File: src/rtl/ttl_event_scheduler_if.sv
// Event write channel: a producer offers a timestamped TTL update and the
// scheduler accepts it when ready is high.
interface ttl_event_scheduler_if #(
    parameter int TTL_WIDTH  = 32,
    parameter int TIME_WIDTH = 64
);
    logic                  event_wr_valid;
    logic                  event_wr_ready;
    logic [TIME_WIDTH-1:0] event_wr_time;
    logic [TTL_WIDTH-1:0]  event_wr_value;
    logic [TTL_WIDTH-1:0]  event_wr_mask;

    modport master (
        output event_wr_valid,
        output event_wr_time,
        output event_wr_value,
        output event_wr_mask,
        input  event_wr_ready
    );

    modport slave (
        input  event_wr_valid,
        input  event_wr_time,
        input  event_wr_value,
        input  event_wr_mask,
        output event_wr_ready
    );
endinterface

File: src/rtl/ttl_event_scheduler.sv
// Timed TTL event scheduler: queues (time, value, mask) events and applies
// each one to the TTL output register once the running timer reaches it.
module ttl_event_scheduler #(
    parameter int TTL_WIDTH  = 32,
    parameter int TIME_WIDTH = 64,
    parameter int FIFO_DEPTH = 16
) (
    input  logic                        s_axi_aclk,
    input  logic                        s_axi_areset,
    ttl_event_scheduler_if.slave        ev,
    input  logic                        start,
    input  logic                        stop,
    input  logic                        clear,
    output logic [TTL_WIDTH-1:0]        ttl_value,
    output logic                        ttl_update,
    output logic [TIME_WIDTH-1:0]       timer,
    output logic                        running,
    output logic [$clog2(FIFO_DEPTH):0] fifo_count,
    output logic                        late_error
);
    localparam int AW = $clog2(FIFO_DEPTH);
    localparam int CW = AW + 1;
    localparam logic [CW-1:0] DEPTH_C = CW'(FIFO_DEPTH);

    typedef enum logic {ST_IDLE = 1'b0, ST_RUN = 1'b1} state_t;

    state_t state_q, state_d;

    // Event storage; written only, never reset, so it maps onto distributed RAM
    logic [TIME_WIDTH-1:0] mem_time  [FIFO_DEPTH];
    logic [TTL_WIDTH-1:0]  mem_value [FIFO_DEPTH];
    logic [TTL_WIDTH-1:0]  mem_mask  [FIFO_DEPTH];

    logic [AW-1:0]         wr_ptr_q, wr_ptr_d;
    logic [AW-1:0]         rd_ptr_q, rd_ptr_d;
    logic [CW-1:0]         count_q, count_d;
    logic [TIME_WIDTH-1:0] timer_q, timer_d;
    logic [TTL_WIDTH-1:0]  ttl_q, ttl_d;
    logic                  upd_q, upd_d;
    logic                  late_q, late_d;

    logic [TIME_WIDTH-1:0] head_time;
    logic [TTL_WIDTH-1:0]  head_value;
    logic [TTL_WIDTH-1:0]  head_mask;
    logic                  wr_ready;
    logic                  push;
    logic                  pop;

    assign head_time  = mem_time[rd_ptr_q];
    assign head_value = mem_value[rd_ptr_q];
    assign head_mask  = mem_mask[rd_ptr_q];

    // Full refuses writes even if a pop happens in the same cycle
    assign wr_ready          = (count_q < DEPTH_C) && !s_axi_areset && !clear;
    assign ev.event_wr_ready = wr_ready;
    assign push              = ev.event_wr_valid && wr_ready;
    assign pop               = (state_q == ST_RUN) && (count_q != '0)
                               && (head_time <= timer_q) && !clear;

    // FSM state register
    always_ff @(posedge s_axi_aclk) begin
        if (s_axi_areset) begin
            state_q <= ST_IDLE;
        end else begin
            state_q <= state_d;
        end
    end

    // FSM next state: clear beats everything, stop beats start
    always_comb begin
        state_d = state_q;
        if (clear) begin
            state_d = ST_IDLE;
        end else begin
            case (state_q)
                ST_IDLE: if (start && !stop) state_d = ST_RUN;
                ST_RUN:  if (stop)           state_d = ST_IDLE;
                default:                     state_d = ST_IDLE;
            endcase
        end
    end

    // FSM outputs
    always_comb begin
        running = (state_q == ST_RUN);
    end

    // Queue storage write
    always_ff @(posedge s_axi_aclk) begin
        if (push) begin
            mem_time[wr_ptr_q]  <= ev.event_wr_time;
            mem_value[wr_ptr_q] <= ev.event_wr_value;
            mem_mask[wr_ptr_q]  <= ev.event_wr_mask;
        end
    end

    // Datapath next state: queue pointers, timer, TTL merge, late flag
    always_comb begin
        wr_ptr_d = wr_ptr_q + AW'(push);
        rd_ptr_d = rd_ptr_q + AW'(pop);
        count_d  = count_q + CW'(push) - CW'(pop);
        timer_d  = (state_q == ST_RUN) ? timer_q + TIME_WIDTH'(1) : timer_q;
        ttl_d    = pop ? ((ttl_q & ~head_mask) | (head_value & head_mask)) : ttl_q;
        upd_d    = pop;
        late_d   = late_q | (pop && (head_time < timer_q));
        if (clear) begin
            wr_ptr_d = '0;
            rd_ptr_d = '0;
            count_d  = '0;
            timer_d  = '0;
            late_d   = 1'b0;
        end
    end

    // Datapath registers
    always_ff @(posedge s_axi_aclk) begin
        if (s_axi_areset) begin
            wr_ptr_q <= '0;
            rd_ptr_q <= '0;
            count_q  <= '0;
            timer_q  <= '0;
            ttl_q    <= '0;
            upd_q    <= 1'b0;
            late_q   <= 1'b0;
        end else begin
            wr_ptr_q <= wr_ptr_d;
            rd_ptr_q <= rd_ptr_d;
            count_q  <= count_d;
            timer_q  <= timer_d;
            ttl_q    <= ttl_d;
            upd_q    <= upd_d;
            late_q   <= late_d;
        end
    end

    assign ttl_value  = ttl_q;
    assign ttl_update = upd_q;
    assign timer      = timer_q;
    assign fifo_count = count_q;
    assign late_error = late_q;
endmodule

File: src/flat_wrapper.sv
// flat-port wrapper written by rule: the top's interface ports become plain ports
module ttl_event_scheduler_flat 
#(
    parameter int TTL_WIDTH  = 32,
    parameter int TIME_WIDTH = 64,
    parameter int FIFO_DEPTH = 16
)
  (s_axi_aclk, s_axi_areset, start, stop, clear, ttl_value, ttl_update, timer, running, fifo_count, late_error, ev_event_wr_valid, ev_event_wr_time, ev_event_wr_value, ev_event_wr_mask, ev_event_wr_ready);
  ttl_event_scheduler_if #(.TTL_WIDTH(TTL_WIDTH), .TIME_WIDTH(TIME_WIDTH)) ev_i ();
  input  logic s_axi_aclk;
  input  logic s_axi_areset;
  input  logic start;
  input  logic stop;
  input  logic clear;
  output logic [TTL_WIDTH-1:0] ttl_value;
  output logic ttl_update;
  output logic [TIME_WIDTH-1:0] timer;
  output logic running;
  output logic [$clog2(FIFO_DEPTH):0] fifo_count;
  output logic late_error;
  input wire logic [$bits(ev_i.event_wr_valid)-1:0] ev_event_wr_valid;
  input wire logic [$bits(ev_i.event_wr_time)-1:0] ev_event_wr_time;
  input wire logic [$bits(ev_i.event_wr_value)-1:0] ev_event_wr_value;
  input wire logic [$bits(ev_i.event_wr_mask)-1:0] ev_event_wr_mask;
  output wire logic [$bits(ev_i.event_wr_ready)-1:0] ev_event_wr_ready;
  assign ev_i.event_wr_valid = ev_event_wr_valid;
  assign ev_i.event_wr_time = ev_event_wr_time;
  assign ev_i.event_wr_value = ev_event_wr_value;
  assign ev_i.event_wr_mask = ev_event_wr_mask;
  assign ev_event_wr_ready = ev_i.event_wr_ready;
  ttl_event_scheduler #(.TTL_WIDTH(TTL_WIDTH), .TIME_WIDTH(TIME_WIDTH), .FIFO_DEPTH(FIFO_DEPTH)) u_core (.s_axi_aclk(s_axi_aclk), .s_axi_areset(s_axi_areset), .ev(ev_i), .start(start), .stop(stop), .clear(clear), .ttl_value(ttl_value), .ttl_update(ttl_update), .timer(timer), .running(running), .fifo_count(fifo_count), .late_error(late_error));
endmodule
File: config.mk
export PLATFORM = sky130hd
export DESIGN_NAME = ttl_event_scheduler_flat
export DESIGN_NICKNAME = d
export VERILOG_FILES = /design/src/rtl/ttl_event_scheduler_if.sv /design/src/rtl/ttl_event_scheduler.sv /design/src/flat_wrapper.sv
export SDC_FILE = /design/constraint.sdc
export NUM_CORES = 2
export LEC_CHECK = 0
export BUFFER_PORTS_ARGS = -buffer_cell sky130_fd_sc_hd__buf_2
export CAP_MARGIN = 0
export CORE_MARGIN = 8
export CORE_UTILIZATION = 62
export CTS_BUF_LIST = sky130_fd_sc_hd__clkbuf_16
export DETAILED_ROUTE_END_ITERATION = 12
export GPL_TIMING_DRIVEN = 1
export HOLD_SLACK_MARGIN = 0.08
export PLACE_DENSITY_LB_ADDON = 0.08
export SLEW_MARGIN = 20
export SYNTH_ARGS = -nofsm -noshare
export SYNTH_HDL_FRONTEND = slang
export SYNTH_SLANG_ARGS = --single-unit
File: constraint.sdc
create_clock -name s_axi_aclk -period 13.6 [get_ports s_axi_aclk]
set_clock_uncertainty 0.2 [all_clocks]
set_input_delay 0 -clock s_axi_aclk [delete_from_list [all_inputs] [get_ports s_axi_aclk]]
set_output_delay 0 -clock s_axi_aclk [all_outputs]
set_load 0.1 [all_outputs]
==> impl_metrics.yaml <==
floorplan:
  die_w_um: 382.7
  core-area_um2: 133500
  die_area_um2: 146400
  die_h_um: 382.7
  start_util_pct: 62.46
  io_pins: 239
  rows: 134
sta:
  slew_viol_final: 0
  rsz0062_at_grt: "false"
  max_freq_ghz: 0.1298
  min_period_ps: 7707
  fin_crit_sh_pct: 56.67
  relSlewSlack_pct: 24.53
  tightest_slew_ps: 1132
  tns_ps: 0
  hold_viol: 0
  setup_viol: 0
finish:
  finalNonFillerCells: 6360
  drive_gt1_share_pct: 26.56
  n_fill_cell: 7986
  multi_input_area_um2: 18730
  layout.nets: 4609
  regArea_um2: 63760
  syn_to_final_growth_pct: 15.11
clocking:
  cts_buffers: 207
  cts_tree: "built"
  clk_latency_ps: 820
  post_cts_buffers: 0
  clkTransAtPathRegs_ps: 60
  cts_hold_buf: 266
  clock-sinks: 2160
  root_buffer: "clkbuf_16"
  cts_resized: 0
  htreeDepth: 4
  clock_path_buffers: 3
routing:
  avgRoutedWirePerCell_um: 30.98
  first_pass_iters: 5
  via_count: 41200
  drc: 0
  wl_met1_um: 80920
  routed.top_layer: "met5"
  vias_per_cell: 6.477
  drt_wl_total_um: 197100
  dr_wl_met2_um: 94340
  drt_iter0_markers: 4805
  wl_met3_um: 16640
  postRouteAntennaNets: 0
setup_path:
  end_kind: "flip-flop"
  cp_cell_sequence: "buf_12 -> buf_4 -> mux4_2 -> mux4_2 -> ha_1 -> and4_1 -> nor4bb_1 -> nand4_1 -> a31oi_1 -> nor4_2 -> buf_4 -> or2_2 -> ha_1 -> inv_1 -> ha_1 -> fa_1 -> a21oi_1 -> nor2_1 -> or3_1 -> a21oi_1"
  crit_family: "simple AND/OR/NAND/NOR gates"
  crit_slowest_cell: "dfxtp_4"
  reg2reg_slack_ps: 5890
  cp_max_fo: 88
  r2r-end: "u_core.fifo_count[4]"
  cp_num_buf_inv: 4
  worstSetupPathType: "flip-flop to flip-flop"
  cp.required_ps: 14130
  critical_path_arrival_ps: 8230
  slowest_delay_ps: 800
  timing.rr.start: "u_core.rd_ptr_q[0]"
  crit_path_start_kind: "flip-flop"
  worstRegToRegCells: 20
  crit_cells: 20
  timing.critical_path.mode_cell: "ha_1"
power_and_ir_drop:
  power_density_nw_per_um2: 134.4
  p_sw_mw: 2.514
  internal-power_mw: 10.38
  power.leakage_nw: 30.06
  p_sw_share_pct: 19.49
  seqPwrFrac_pct: 56.5
  comb_power_share_pct: 1.9
  power.share.clock_pct: 41.6
  vdd_drop_max_mv: 0.1136
global_route:
  track_usage_pct: 26.87
  grt_max_degree: 130
  grt_pass1_vias: 41800
  grt_pass1_wl_um: 287000
  grt_overflow_total: 0
  antenna_found_initial: 21
synth:
  synthTopCellsByArea: "edfxtp_1 (74%), mux4_2 (16%), dfxtp_1 (2.7%), mux2i_1 (1.1%), ha_1 (1.1%)"
  syn-cell-area_um2: 83360
  synth.net_count: 4006
  syn_inst: 3796
  ys_ff_latch: 2160
  ys_warn_count: 0
  yosysTopAreaCell: "edfxtp_1"
  synth_area_per_cell_um2: 21.96
  synth_top_cell_area_share_pct: 73.78
  seq_area_frac_synth_pct: 76.47
  ys_types: 51
worst_hold_path:
  hold_path_class: "flip-flop to flip-flop"
  min_path_cells: 2
run:
  maxCapViolCount: 0
placed_design:
  dp_hpwl_um: 103100
  routabilityCongestion: 0.8223
  placed_cells: 5692
  port_buffers: 238
run_status:
  status: "finished clean"
==> routing by layer <==
layer	vias to the layer above	global-route usage, %
li1	17130	-
met1	21810	39.90
met2	1931	41.90
met3	312	5.002
met4	14	7.360
met5	-	0
==> kinds of logic (layout without fill, tap and decap cells) <==
| group | count (synthesis) | in the layout | synth area share [%] |
|---|---|---|---|
| AOI/OAI and AO/OA | 207 | 207 | 1.477 |
| xor gates and xnor gates | 63 | 63 | 0.6619 |
| adders and majority gates | 76 | 76 | 1.150 |
| buffers and inverters | 261 | 1040 | 1.231 |
| DFF | 2160 | 2160 | 76.47 |
| muxes | 691 | 691 | 17.02 |
| other | 0 | 17 | 0 |
| and+or+nand+nor | 338 | 338 | 1.998 |
==> cells in the mapped netlist (all sizes together) <==
cell type	instances
mux2i	94
nor2b	13
nor4b	1
nand2b	3
xnor2	60
nand2	99
a31oi	2
inv	72
nor3	16
nor2	91
o22ai	1
edfxtp	2048
o21a	3
and4	11
buf	75
nand3	24
ha	75
a21oi	49
or3b	2
mux2	18
or4	4
xor2	3
or2	2
dfxtp	112
mux4	579
nand3b	2
o21ai	80
clkbuf	113
a211oi	13
a221oi	2
nor4	14
fa	1
a22oi	33
or3	11
a2bb2oi	1
and3	5
a21o	3
o211ai	20
clkinv	1
nor4bb	1
and2	11
nand4	28
==> power by group through the flow <==
stage / Sequential, mW / Clock, mW / Combinational, mW
2_1_floorplan: 7.44 / 0 / 0.0480
3_3_place_gp: 7.43 / 0 / 0.165
3_5_place_dp: 7.43 / 0 / 0.172
4_1_cts: 7.29 / 5.44 / 0.239
5_1_grt: 7.29 / 5.69 / 0.259
6_report: 7.29 / 5.37 / 0.241
==> final cells by class <==
class                   count  area share, %
diodes                     17        0.04434
well taps                1768          2.305
clock buffers             213          5.555
clock inverters           172          1.064
inverters                  73         0.2856
flip-flops and latches   2160          66.45
multi-input cells        1375          19.52
repair buffers            582          4.783
==> placed cells by master (no fill, tap or decap), types with 12 or more instances in the layout <==
| cell type | instances |
|---|---|
| edfxtp_1 | 2048 |
| mux4_2 | 579 |
| dlygate4sd3_1 | 266 |
| buf_2 | 238 |
| clkbuf_16 | 213 |
| inv_1 | 129 |
| dfxtp_1 | 108 |
| nand2_1 | 99 |
| mux2i_1 | 94 |
| nor2_1 | 78 |
| ha_1 | 75 |
| o21ai_0 | 68 |
| buf_4 | 66 |
| xnor2_1 | 60 |
| clkinv_1 | 58 |
| a21oi_1 | 49 |
| clkinv_2 | 35 |
| a22oi_1 | 33 |
| nand4_1 | 27 |
| nand3_1 | 24 |
| o211ai_1 | 20 |
| mux2_2 | 18 |
| diode_2 | 17 |
| a211oi_1 | 13 |
| nor2_4 | 13 |
| nor2b_1 | 12 |
| nor4_1 | 12 |
| o21ai_1 | 12 |
| buf_12 | 12 |
==> flip-flops by register name (all words and copies together), names as in the netlist, named ones only <==
register           cells
u_core.rd_ptr_q        4
u_core.ttl_update      1
u_core.timer          64
u_core.running         1
u_core.mem_value     512
u_core.mem_time     1024
u_core.fifo_count      5
u_core.wr_ptr_q        4
u_core.mem_mask      512
u_core.late_error      1
==> worst reg2reg max path: stages (launching register included) <==
cell      delay, ps
dfxtp_4         800
buf_12          530
buf_4           910
mux4_2          630
mux4_2          540
ha_1            320
and4_1          200
nor4bb_1        440
nand4_1         350
a31oi_1         350
nor4_2          140
buf_4           220
or2_2           350
ha_1            280
inv_1            40
ha_1            200
fa_1            440
a21oi_1         160
nor2_1           70
or3_1           340
a21oi_1         140
==> worst max-delay path by stage <==
| stage | startpoint | slack [ps] | end |
|---|---|---|---|
| 2_1_floorplan | u_core.fifo_count[4] | 930 | u_core.mem_mask[0][0] |
| 3_3_place_gp | u_core.rd_ptr_q[0] | 5950 | u_core.fifo_count[4] |
| 3_5_place_dp | u_core.rd_ptr_q[0] | 5870 | u_core.fifo_count[4] |
| 4_1_cts | u_core.rd_ptr_q[0] | 5840 | u_core.fifo_count[4] |
| 5_1_grt | u_core.rd_ptr_q[0] | 5380 | u_core.fifo_count[4] |
| 6_report | u_core.rd_ptr_q[0] | 5890 | u_core.fifo_count[4] |
==> stage by stage <==
step / utilization (%) / power [mW] / hold WS (ps) / cell area, um^2 / worst slack, ps
floorplan: - / 7.486 / -120.7 / 83360 / 926.1
global placement: 65.11 / 7.593 / -33.26 / 86890 / 5952
detailed placement: 65.11 / 7.601 / -29.82 / 86890 / 5866
CTS: 71.86 / 12.96 / 262.4 / 95910 / 5839
global route: 71.87 / 13.23 / 292.7 / 95920 / 5383
finish: 71.90 / 12.90 / 258.1 / 95950 / 5893
No activity file was read; power rests on OpenSTA's default activity.
